$ cat config.mk
export PLATFORM = sky130hd
export DESIGN_NAME = ssd_scan_driver
export DESIGN_NICKNAME = d
export VERILOG_FILES = /design/src/rtl/ssd_pkg.sv /design/src/rtl/ssd_hex_font.sv /design/src/rtl/ssd_scan_driver.sv
export SDC_FILE = /design/constraint.sdc
export NUM_CORES = 1
export LEC_CHECK = 0
export CORE_UTILIZATION = 30
export DETAILED_ROUTE_END_ITERATION = 10
export PLACE_DENSITY_LB_ADDON = 0.12
export REMOVE_ABC_BUFFERS = 1
export SLEW_MARGIN = 0
export SYNTH_ARGS = -nofsm -noshare
export SYNTH_HDL_FRONTEND = slang
export SYNTH_HIERARCHICAL = 1
export SYNTH_SLANG_ARGS = --single-unit
$ cat constraint.sdc
create_clock -name Clk -period 4 [get_ports Clk]
set_clock_uncertainty 0.15 [all_clocks]
set_input_delay 0.8 -clock Clk [delete_from_list [all_inputs] [get_ports Clk]]
set_output_delay 0.8 -clock Clk [all_outputs]
set_load 0.005 [all_outputs]
$ cat src/rtl/ssd_pkg.sv
// Shared constants for the seven-segment scan driver: hex glyphs
// (active low, {a,b,c,d,e,f,g}), the blank pattern and a width helper.
package ssd_pkg;

  localparam logic [6:0] SEG_BLANK = 7'b1111111;

  localparam logic [6:0] FONT_0 = 7'b0000001;
  localparam logic [6:0] FONT_1 = 7'b1001111;
  localparam logic [6:0] FONT_2 = 7'b0010010;
  localparam logic [6:0] FONT_3 = 7'b0000110;
  localparam logic [6:0] FONT_4 = 7'b1001100;
  localparam logic [6:0] FONT_5 = 7'b0100100;
  localparam logic [6:0] FONT_6 = 7'b0100000;
  localparam logic [6:0] FONT_7 = 7'b0001111;
  localparam logic [6:0] FONT_8 = 7'b0000000;
  localparam logic [6:0] FONT_9 = 7'b0000100;
  localparam logic [6:0] FONT_A = 7'b0001000;
  localparam logic [6:0] FONT_B = 7'b1100000;
  localparam logic [6:0] FONT_C = 7'b0110001;
  localparam logic [6:0] FONT_D = 7'b1000010;
  localparam logic [6:0] FONT_E = 7'b0110000;
  localparam logic [6:0] FONT_F = 7'b0111000;

  function automatic int idx_width(input int n);
    return (n > 1) ? $clog2(n) : 1;
  endfunction

endpackage

$ cat src/rtl/ssd_hex_font.sv
// Combinational hex-to-segment decoder, active-low outputs.
// Instantiated once on the currently selected nibble.
module ssd_hex_font
  import ssd_pkg::*;
(
  input  logic [3:0] nib,
  output logic [6:0] seg
);

  always_comb begin
    seg = SEG_BLANK;
    unique case (nib)
      4'h0: seg = FONT_0;
      4'h1: seg = FONT_1;
      4'h2: seg = FONT_2;
      4'h3: seg = FONT_3;
      4'h4: seg = FONT_4;
      4'h5: seg = FONT_5;
      4'h6: seg = FONT_6;
      4'h7: seg = FONT_7;
      4'h8: seg = FONT_8;
      4'h9: seg = FONT_9;
      4'ha: seg = FONT_A;
      4'hb: seg = FONT_B;
      4'hc: seg = FONT_C;
      4'hd: seg = FONT_D;
      4'he: seg = FONT_E;
      4'hf: seg = FONT_F;
    endcase
  end

endmodule

$ cat src/rtl/ssd_scan_driver.sv
// Multiplexed common-anode 7-seg scanner with double-buffered frames.
// Define SSD_BRIGHTNESS_EN to add the 4-bit brightness PWM input.
module ssd_scan_driver
  import ssd_pkg::*;
#(
  parameter int NUM_DIGITS = 4,
  parameter int SCAN_DIV   = 262144
) (
  input  logic                    Clk,
  input  logic                    reset,
  input  logic [4*NUM_DIGITS-1:0] data_in,
  input  logic [NUM_DIGITS-1:0]   dp_in,
  input  logic                    data_valid,
  input  logic                    blank_lz,
`ifdef SSD_BRIGHTNESS_EN
  input  logic [3:0]              brightness,
`endif
  output logic [NUM_DIGITS-1:0]   an,
  output logic [6:0]              seg,
  output logic                    dp,
  output logic                    frame_start
);

  localparam int IW = idx_width(NUM_DIGITS);
  localparam int PW = $clog2(SCAN_DIV);
  localparam logic [PW-1:0] PC_LAST  = PW'(SCAN_DIV - 1);
  localparam logic [IW-1:0] IDX_LAST = IW'(NUM_DIGITS - 1);

  logic [PW-1:0]           pc;
  logic [IW-1:0]           idx;
  logic [4*NUM_DIGITS-1:0] pend_data;
  logic [4*NUM_DIGITS-1:0] act_data;
  logic [NUM_DIGITS-1:0]   pend_dp;
  logic [NUM_DIGITS-1:0]   act_dp;
  logic                    pflag;
  logic                    pc_last;
  logic                    boundary;
  logic [NUM_DIGITS-1:0]   blank;
  logic                    run;
  logic [3:0]              nib;
  logic [6:0]              font_seg;
  logic                    pwm_on;
  logic [NUM_DIGITS-1:0]   an_n;
  logic                    sel0;

  assign pc_last  = (pc == PC_LAST);
  assign boundary = pc_last && (idx == IDX_LAST);

  always_ff @(posedge Clk) begin
    if (reset) begin
      pc  <= '0;
      idx <= '0;
    end else begin
      pc <= pc_last ? '0 : pc + 1'b1;
      if (pc_last)
        idx <= (idx == IDX_LAST) ? '0 : idx + 1'b1;
    end
  end

  // A strobe on the boundary bypasses pending so the newest data wins.
  always_ff @(posedge Clk) begin
    if (reset) begin
      pend_data <= '0;
      pend_dp   <= '0;
      act_data  <= '0;
      act_dp    <= '0;
      pflag     <= 1'b0;
    end else begin
      if (data_valid) begin
        pend_data <= data_in;
        pend_dp   <= dp_in;
      end
      if (boundary && data_valid) begin
        act_data <= data_in;
        act_dp   <= dp_in;
        pflag    <= 1'b0;
      end else if (boundary && pflag) begin
        act_data <= pend_data;
        act_dp   <= pend_dp;
        pflag    <= 1'b0;
      end else if (data_valid) begin
        pflag <= 1'b1;
      end
    end
  end

  always_comb begin
    blank = '0;
    run   = blank_lz;
    for (int k = NUM_DIGITS - 1; k > 0; k--) begin
      if (run && act_data[4*k +: 4] == 4'h0 && !act_dp[k])
        blank[k] = 1'b1;
      else
        run = 1'b0;
    end
  end

  assign nib = act_data[{idx, 2'b00} +: 4];

  ssd_hex_font u_font (
    .nib (nib),
    .seg (font_seg)
  );

`ifdef SSD_BRIGHTNESS_EN
  assign pwm_on = (pc[3:0] <= brightness);
`else
  assign pwm_on = 1'b1;
`endif

  always_comb begin
    an_n      = '1;
    an_n[idx] = ~pwm_on;
  end

  always_ff @(posedge Clk) begin
    if (reset) begin
      an          <= '1;
      seg         <= SEG_BLANK;
      dp          <= 1'b1;
      frame_start <= 1'b0;
      sel0        <= 1'b0;
    end else begin
      an          <= an_n;
      seg         <= blank[idx] ? SEG_BLANK : font_seg;
      dp          <= blank[idx] | ~act_dp[idx];
      sel0        <= (idx == '0);
      frame_start <= (idx == '0) && !sel0;
    end
  end

endmodule

==> results of run 1 <==
[cells by family after synthesis]
family,share of synthesized area (%)
compound gates,8.07
mux,14.5
buf+inv,4.33
flops,44.8
simple gates,20.1
fa+ha+maj,4.48
xor+xnor,3.66
[cells in the mapped netlist, types with 4 or more instances]
| cell | instances | area share, % |
|---|---|---|
| buf_1 | 4 | 0.45 |
| nor4_1 | 10 | 1.9 |
| mux2_2 | 6 | 2.0 |
| ha_1 | 12 | 4.5 |
| dfxtp_1 | 75 | 45 |
| o21ai_1 | 5 | 0.75 |
| or3_1 | 8 | 1.5 |
| nor3_1 | 6 | 0.90 |
| nand2_1 | 17 | 1.9 |
| a31o_2 | 6 | 1.6 |
| a21oi_1 | 12 | 1.8 |
| inv_1 | 11 | 1.2 |
| mux4_2 | 6 | 4.0 |
| xnor2_1 | 12 | 3.1 |
| nand3_1 | 11 | 1.6 |
| nand4_1 | 4 | 0.75 |
| clkbuf_1 | 13 | 1.5 |
| nor2b_1 | 8 | 1.5 |
| mux2i_1 | 26 | 7.8 |
| o21ai_0 | 8 | 1.2 |
| o22ai_1 | 8 | 1.5 |
| nor2_1 | 56 | 6.3 |
[layer usage]
metal / up-vias / GRT usage [%] / wire (µm)
met2: 35 / 20.2 / 2970
li1: 1284 / - / -
met3: 12 / 2.78 / 235
met5: - / 0 / 0
met1: 1135 / 18.1 / 3650
met4: 0 / 5.58 / 111
[sequential cells by signal, summed over array words and instances (netlist names), 2 cells and up]
register,count
pc,18
act_data,16
pend_data,16
seg,7
act_dp,4
an,4
pend_dp,4
idx,2
[per-stage QoR]
step | power [mW] | util [%] | cell area [µm²] | hold WS [ps] | std cells
6_report | 1.43 | 36.8 | 3990 | 236 | 525
5_1_grt | 1.50 | 36.8 | 3990 | 274 | 525
4_1_cts | 1.46 | 36.8 | 3990 | 239 | 525
3_5_place_dp | 0.881 | 35.1 | 3800 | 229 | 510
3_3_place_gp | 0.880 | 35.1 | 3800 | 230 | 510
2_1_floorplan | 0.823 | - | 3250 | 218 | 331
[cell usage in the layout (no fill, tap or decap), drive strengths merged, types with 11 or more instances in the layout]
cell type and n:
inv 12, ha 12, o21ai 13, mux2i 26, nor4 11, nand3 11, xnor2 12, clkdlybuf4s50 35
a21oi 12, clkbuf 11, dfxtp 75, nor2 56, nand2 17
[report_power, final]
group | switching (mW) | leakage [nW] | internal (mW)
Sequential | 0.00740 | 0.613 | 0.766
Combinational | 0.0408 | 0.768 | 0.0469
Clock | 0.279 | 0.0898 | 0.287
[worst max path at each step]
| stage | end | slack (ps) | cells past startpoint |
|---|---|---|---|
| detailed placement | act_data[5] | 1010 | 5 |
| floorplan | seg[3] | 1670 | 7 |
| global placement | act_data[14] | 1050 | 5 |
| CTS | act_data[11] | 1210 | 4 |
| finish | act_data[11] | 1270 | 4 |
| global route | act_data[11] | 1040 | 4 |
[final cells by class]
type / instances / area [µm²] / share of cell area, %
timing repair buffer: 39 / 378 / 9.48
tap: 140 / 175 / 4.39
multi-input combinational: 243 / 1700 / 42.7
clock buffer: 11 / 131 / 3.29
inverter: 13 / 48.8 / 1.22
clock inverter: 4 / 51.3 / 1.29
sequential: 75 / 1500 / 37.7
==> out/results.env, run 1 <==
PLACEABLECOREAREA_UM2=10800
FLOORPLAN.ROWS=38
POSTLAYOUTSETUPSLACKWORST_PS=1270
FINAL_LAYOUT_SIZE_SUFFIX_GT1_SHARE_PCT=9.87
VIAS_PER_CELL=4.70
MAXIMUM_RESISTIVE_DROP_ON_VDD_mV=0.147
DETAILEDROUTE.FIRSTITERATIONVIOLATIONS=59
FIRSTDRTPASSITERS=4
GRT_ANTENNA_BEFORE_REPAIR=0
CRIT_TYPE='flip-flop to flip-flop'
DIE_AREA_UM2=11600
CPMAXSTAGEDELAYCELL='nand4b_1'
FIRST_GLOBAL_VIAS=2454
IO-PIN-COUNT=37
CPPEAKSTAGEDELAY_PS=630
SETUP_REPAIR_AFTER_GLOBAL_ROUTING_MISSED_ITS_MARGIN='false'
CELL_AREA_AFTER_SYNTHESIS_UM2=3350
REG2REG_SLACK_PS=1270
SETUP.WORST_PATH.START_CLASS='flip-flop'
PATH_CELLS='nand3_1, nor4_4, nand4b_1, mux2_1'
CRIT_FAMILY='simple AND/OR/NAND/NOR gates'
AVGSYNTHCELLAREA_UM2=9.51
GRT_REMAINING_OVERFLOW=0
INSERTION_DELAY_PS=350
LEAKAGE_nW=1.47
CLOCK_PATH_BUFFERS=2
ANTENNA_CELLS=0
PRECTSSETUPSLACK_PS=1010
REGTOREGSTARTPOINT='pc[4]'
ENDPOINT_OF_THE_WORST_REGISTER_TO_REGISTER_PATH='act_data[11]'
NUM_VIAS=2466
PORTBUFFERS=36
TIMING.HOLD.WORST.START='sel0'
YOSYSWARNINGS=6
HOLDPATHSTAGES=1
WIRE_PER_INST_UM=13.3
MIN_PATH_TYPE='flip-flop to flip-flop'
YS_TYPES=42
SETUP_VIOL_COUNT_FINAL=0
POWER_DENSITY_OF_THE_PLACED_CELLS_nW_PER_UM2=358
TIMING.FINAL.CRIT_PERIOD_PS=2730
WORSTPATHBUFFERINVERTERCOUNT=0
COUNT_OF_PINS_OVER_THEIR_SLEW_LIMIT=0
NUMBER_OF_LEVELS_THE_H_TREE_WAS_SPLIT_INTO=3
PATH_MAX_FANOUT=12
CTS-BUFFERS-INSERTED=9
FLOORPLAN.INITIALDENSITY_PCT=30.9
SYNTHTOLAYOUTAREAGROWTH_PCT=19.1
HOLD_END='frame_start'
CTS_TREE='yes'
DESIGN.FINAL.NETS=417
FILLERS=1128
SYNTH-SEQ-CELLS=75
SYNTH_SEQUENTIAL_AREA_RATIO_PCT=44.8
PERIOD_SHARE_PCT=68.2
TIMING.FMAX_MHz=366
FIN_SETUP_TNS_PS=0
CLOCKROOTBUFFER='clkbuf_8'
SYNTH_CELLS=352
CHIPWIDTH_UM=108
HOLD_VIOL_FINAL=0
TOTALWIRELENGTH_MM=6.97
LAUNCHING_ELEMENT_OF_THE_WORST_SETUP_PATH='pc[4]'
CTS_SETUP_BUFFERS=0
WORST_SLEW_PIN_SLEW_PS=681
ASYNC_FLOP_SHARE_PCT=0
GRT_START_MAX_NET_PINS=36
GPL.FINAL_WEIGHTED_CONGESTION=0.724
POST_CTS_HOLD_BUFFER_COUNT=0
OUTCOME='complete, no violations'
SYNTH_ENABLE_FLOP_CELLS=0
CTS.REPAIR.RESIZED=0
GRT_USE_TOTAL_PCT=13.3
CP_ARRIVAL_PS=2810
WORSTSETUPENDPOINTTYPE='flip-flop'
DOMINANTREGCELLSYNTH='dfxtp_1'
DRCVIOLATIONCOUNT=0
CHIPHEIGHT_UM=108
HPWLAFTERDP_MM=4.81
TIMING.MAX_CAP.VIOLATIONS=0
NUMCLOCKSINKS=75
MAX-SLEW-MARGIN-REL_PCT=54.4
CTS.CLK_SLEW.WORST_PATHS_PS=80
RR_WORST_DEPTH=4
REQUIRED_TIME_OF_THE_WORST_SETUP_PATH_PS=4090
ANTENNA_VIOLATING_NETS_POST_ROUTE=0
GRT_FIRST_PASS_WIRELENGTH_MM=12.0
No activity file was read; power rests on OpenSTA's default activity.
==> run 2: changes to the inputs <==
==> constraint.sdc (replaced) <==
create_clock -name Clk -period 2.5 [get_ports Clk]
set_clock_uncertainty 0.15 [all_clocks]
set_input_delay 0.5 -clock Clk [delete_from_list [all_inputs] [get_ports Clk]]
set_output_delay 0.5 -clock Clk [all_outputs]
set_load 0.005 [all_outputs]
==> run 2 against run 1 <==
Compared with the run above: clock-buffer cell count is the same; clock power up 93%; setup slack got worse by 1100 ps; first-iteration DRC count increased by 66%; sequential cell count unchanged; critical endpoint is now seg[3]; sequential power rose by 60%; via count is 1.3% higher.
==> out/results.env, run 2 (same netlist as run 1, synthesis figures left out) <==
PLACED_AREA_UM2=3910
IO-PIN-COUNT=37
FLOORPLAN.ROWS=38
NUMBER_OF_CELLS_IN_THE_DESIGN_AFTER_PLACEMENT=524
TIMING.MAX_CAP.VIOLATIONS=0
CP_ARRIVAL_PS=2380
FIRST_GLOBAL_VIAS=2446
OUTCOME='complete, no violations'
NETSWITCHINGPOWER_mW=0.553
PERIOD_SHARE_PCT=91.7
GRT_START_MAX_NET_PINS=34
PATH_CELLS='mux4_2, inv_1, ha_1, inv_1, mux4_2, nor2_1, nand2_1'
TIMING.FMAX_MHz=436
PORTBUFFERS=36
FLOORPLAN.INITIALDENSITY_PCT=30.9
WORST_SLEW_PIN_SLEW_PS=655
STORAGE_ELEMENT_AREA_UM2=1500
REQUIRED_TIME_OF_THE_WORST_SETUP_PATH_PS=2590
CTS_TREE='yes'
FIN_SETUP_TNS_PS=0
CTS.CLK_SLEW.WORST_PATHS_PS=80
FINISH.CELL_COUNT_WITHOUT_FILLERS=540
LEAKAGE_nW=1.56
INTERNAL_POWER_mW=1.92
GRT_ANTENNA_BEFORE_REPAIR=0
SYNTHTOLAYOUTAREAGROWTH_PCT=23.8
FINAL_AREA_UM2=4150
MIN_PATH_TYPE='flip-flop to flip-flop'
CLOCK_PATH_BUFFERS=2
GPL.FINAL_WEIGHTED_CONGESTION=0.799
POWER_DENSITY_OF_THE_PLACED_CELLS_nW_PER_UM2=598
HPWLAFTERDP_MM=5.07
DETAILEDROUTE.FIRSTITERATIONVIOLATIONS=98
HOLD_VIOL_FINAL=0
FILLERS=1147
NUMBER_OF_LEVELS_THE_H_TREE_WAS_SPLIT_INTO=3
ANTENNA_CELLS=0
CRIT_FAMILY='multiplexers'
P_CLK_SHARE_PCT=44.2
VIAS_PER_CELL=4.62
CTS.REPAIR.RESIZED=0
CTS-BUFFERS-INSERTED=9
DESIGN.FINAL.NETS=431
ANTENNA_VIOLATING_NETS_POST_ROUTE=0
SETUP_VIOL_COUNT_FINAL=0
WORSTPATHBUFFERINVERTERCOUNT=2
TOTALWIRELENGTH_MM=7.22
CPPEAKSTAGEDELAY_PS=630
NUMCLOCKSINKS=75
TOP_REGS='pc: 18 flops, act_data: 16 flops, pend_data: 16 flops'
NUM_VIAS=2497
DRCVIOLATIONCOUNT=0
SHARE_OF_TOTAL_POWER_IN_COMBINATIONAL_LOGIC_PCT=5.9
WORSTSETUPENDPOINTTYPE='flip-flop'
FIRSTDRTPASSITERS=4
GRT_FIRST_PASS_WIRELENGTH_MM=12.2
MAXIMUM_RESISTIVE_DROP_ON_VDD_mV=0.333
TOTAL_AREA_OF_MULTI_INPUT_COMBINATIONAL_CELLS_UM2=1700
TIMING.FINAL.CRIT_PERIOD_PS=2290
RELATIVE_CONTRIBUTION_OF_SEQUENTIAL_CELLS_TO_TOTAL_POWER_PCT=49.9
CTS_SETUP_BUFFERS=0
SETUP.WORST_PATH.START_CLASS='flip-flop'
CRIT_TYPE='flip-flop to flip-flop'
DIE_AREA_UM2=11600
MOST_USED_CELLS_IN_THE_LAYOUT_EXCLUDING_FILL_AND_TAP_CELLS='dfxtp_1, nor2_1, clkdlybuf4s50_1, mux2i_1'
COUNT_OF_PINS_OVER_THEIR_SLEW_LIMIT=0
FINAL_COMMON_CELL='dfxtp_1'
GRT_REMAINING_OVERFLOW=0
CHIPWIDTH_UM=108
FINAL_LAYOUT_SIZE_SUFFIX_GT1_SHARE_PCT=13.8
POST_CTS_HOLD_BUFFER_COUNT=0
WIRE_PER_INST_UM=13.4
PATH_MAX_FANOUT=7
SW_FRAC_OF_TOTAL_PCT=22.3
LARGEST_REGISTER_FFS=18
MAX-SLEW-MARGIN-REL_PCT=56.4
CHIPHEIGHT_UM=108
GRT_USE_TOTAL_PCT=13.7
CPMAXSTAGEDELAYCELL='mux4_2'
INSERTION_DELAY_PS=350
REGISTERS.TOP_BY_FF_COUNT='pc'
SETUP_REPAIR_AFTER_GLOBAL_ROUTING_MISSED_ITS_MARGIN='false'
CLOCKROOTBUFFER='clkbuf_8'
PLACEABLECOREAREA_UM2=10800
[run 2: changes by cell type in the layout (fill, tap and decap cells not counted), sizes merged]
cell / delta
bufinv: +1
clkinvlp: +1
buf: +14
clkinv: -1
[run 2: power by group through the flow]
stage                     clock network [mW]  registers, mW  logic [mW]
final                                   1.09           1.24       0.146
after global routing                    1.18           1.24       0.163
after floorplan                            0           1.26      0.0526
after global placement                     0           1.27       0.149
after detailed placement                   0           1.27       0.148
after CTS                               1.13           1.24       0.149
[run 2: routing by layer]
metal,part of all wire (%),GRT usage [%]
met2,41,20.2
met3,3.9,3.33
met5,0,0
met1,54,19.1
met4,1.8,5.19
[run 2: final timing paths]
kind / startpoint / end / slack, ps / depth (start not counted)
worst max-delay path: idx[0] / seg[3] / 210 / 7
worst min-delay path: sel0 / frame_start / 230 / 1
worst max register to register: idx[0] / seg[3] / 210 / 7
worst min register to register: sel0 / frame_start / 230 / 1
[run 2: stage by stage]
stage	setup WS, ps	utilization (%)	hold WS, ps	total power, mW
2_1_floorplan	169	-	218	1.32
3_3_place_gp	53.4	36.1	225	1.41
3_5_place_dp	30.2	36.1	229	1.41
4_1_cts	181	38.2	237	2.52
5_1_grt	68.9	38.2	248	2.58
6_report	207	38.2	233	2.48
[run 2: layout make-up]
class	instances	area share, %
multi-input cells	243	41.1
inverters	13	1.18
clock buffers	11	3.65
well taps	140	4.23
flip-flops and latches	75	36.2
repair buffers	53	11.7
clock inverters	5	2.02
[run 2: worst reg2reg max path, cell delays in order, from the launching register on]
cell	delay, ps
dfxtp_1	460
mux4_2	630
inv_1	160
ha_1	150
inv_1	50
mux4_2	440
nor2_1	90
nand2_1	50
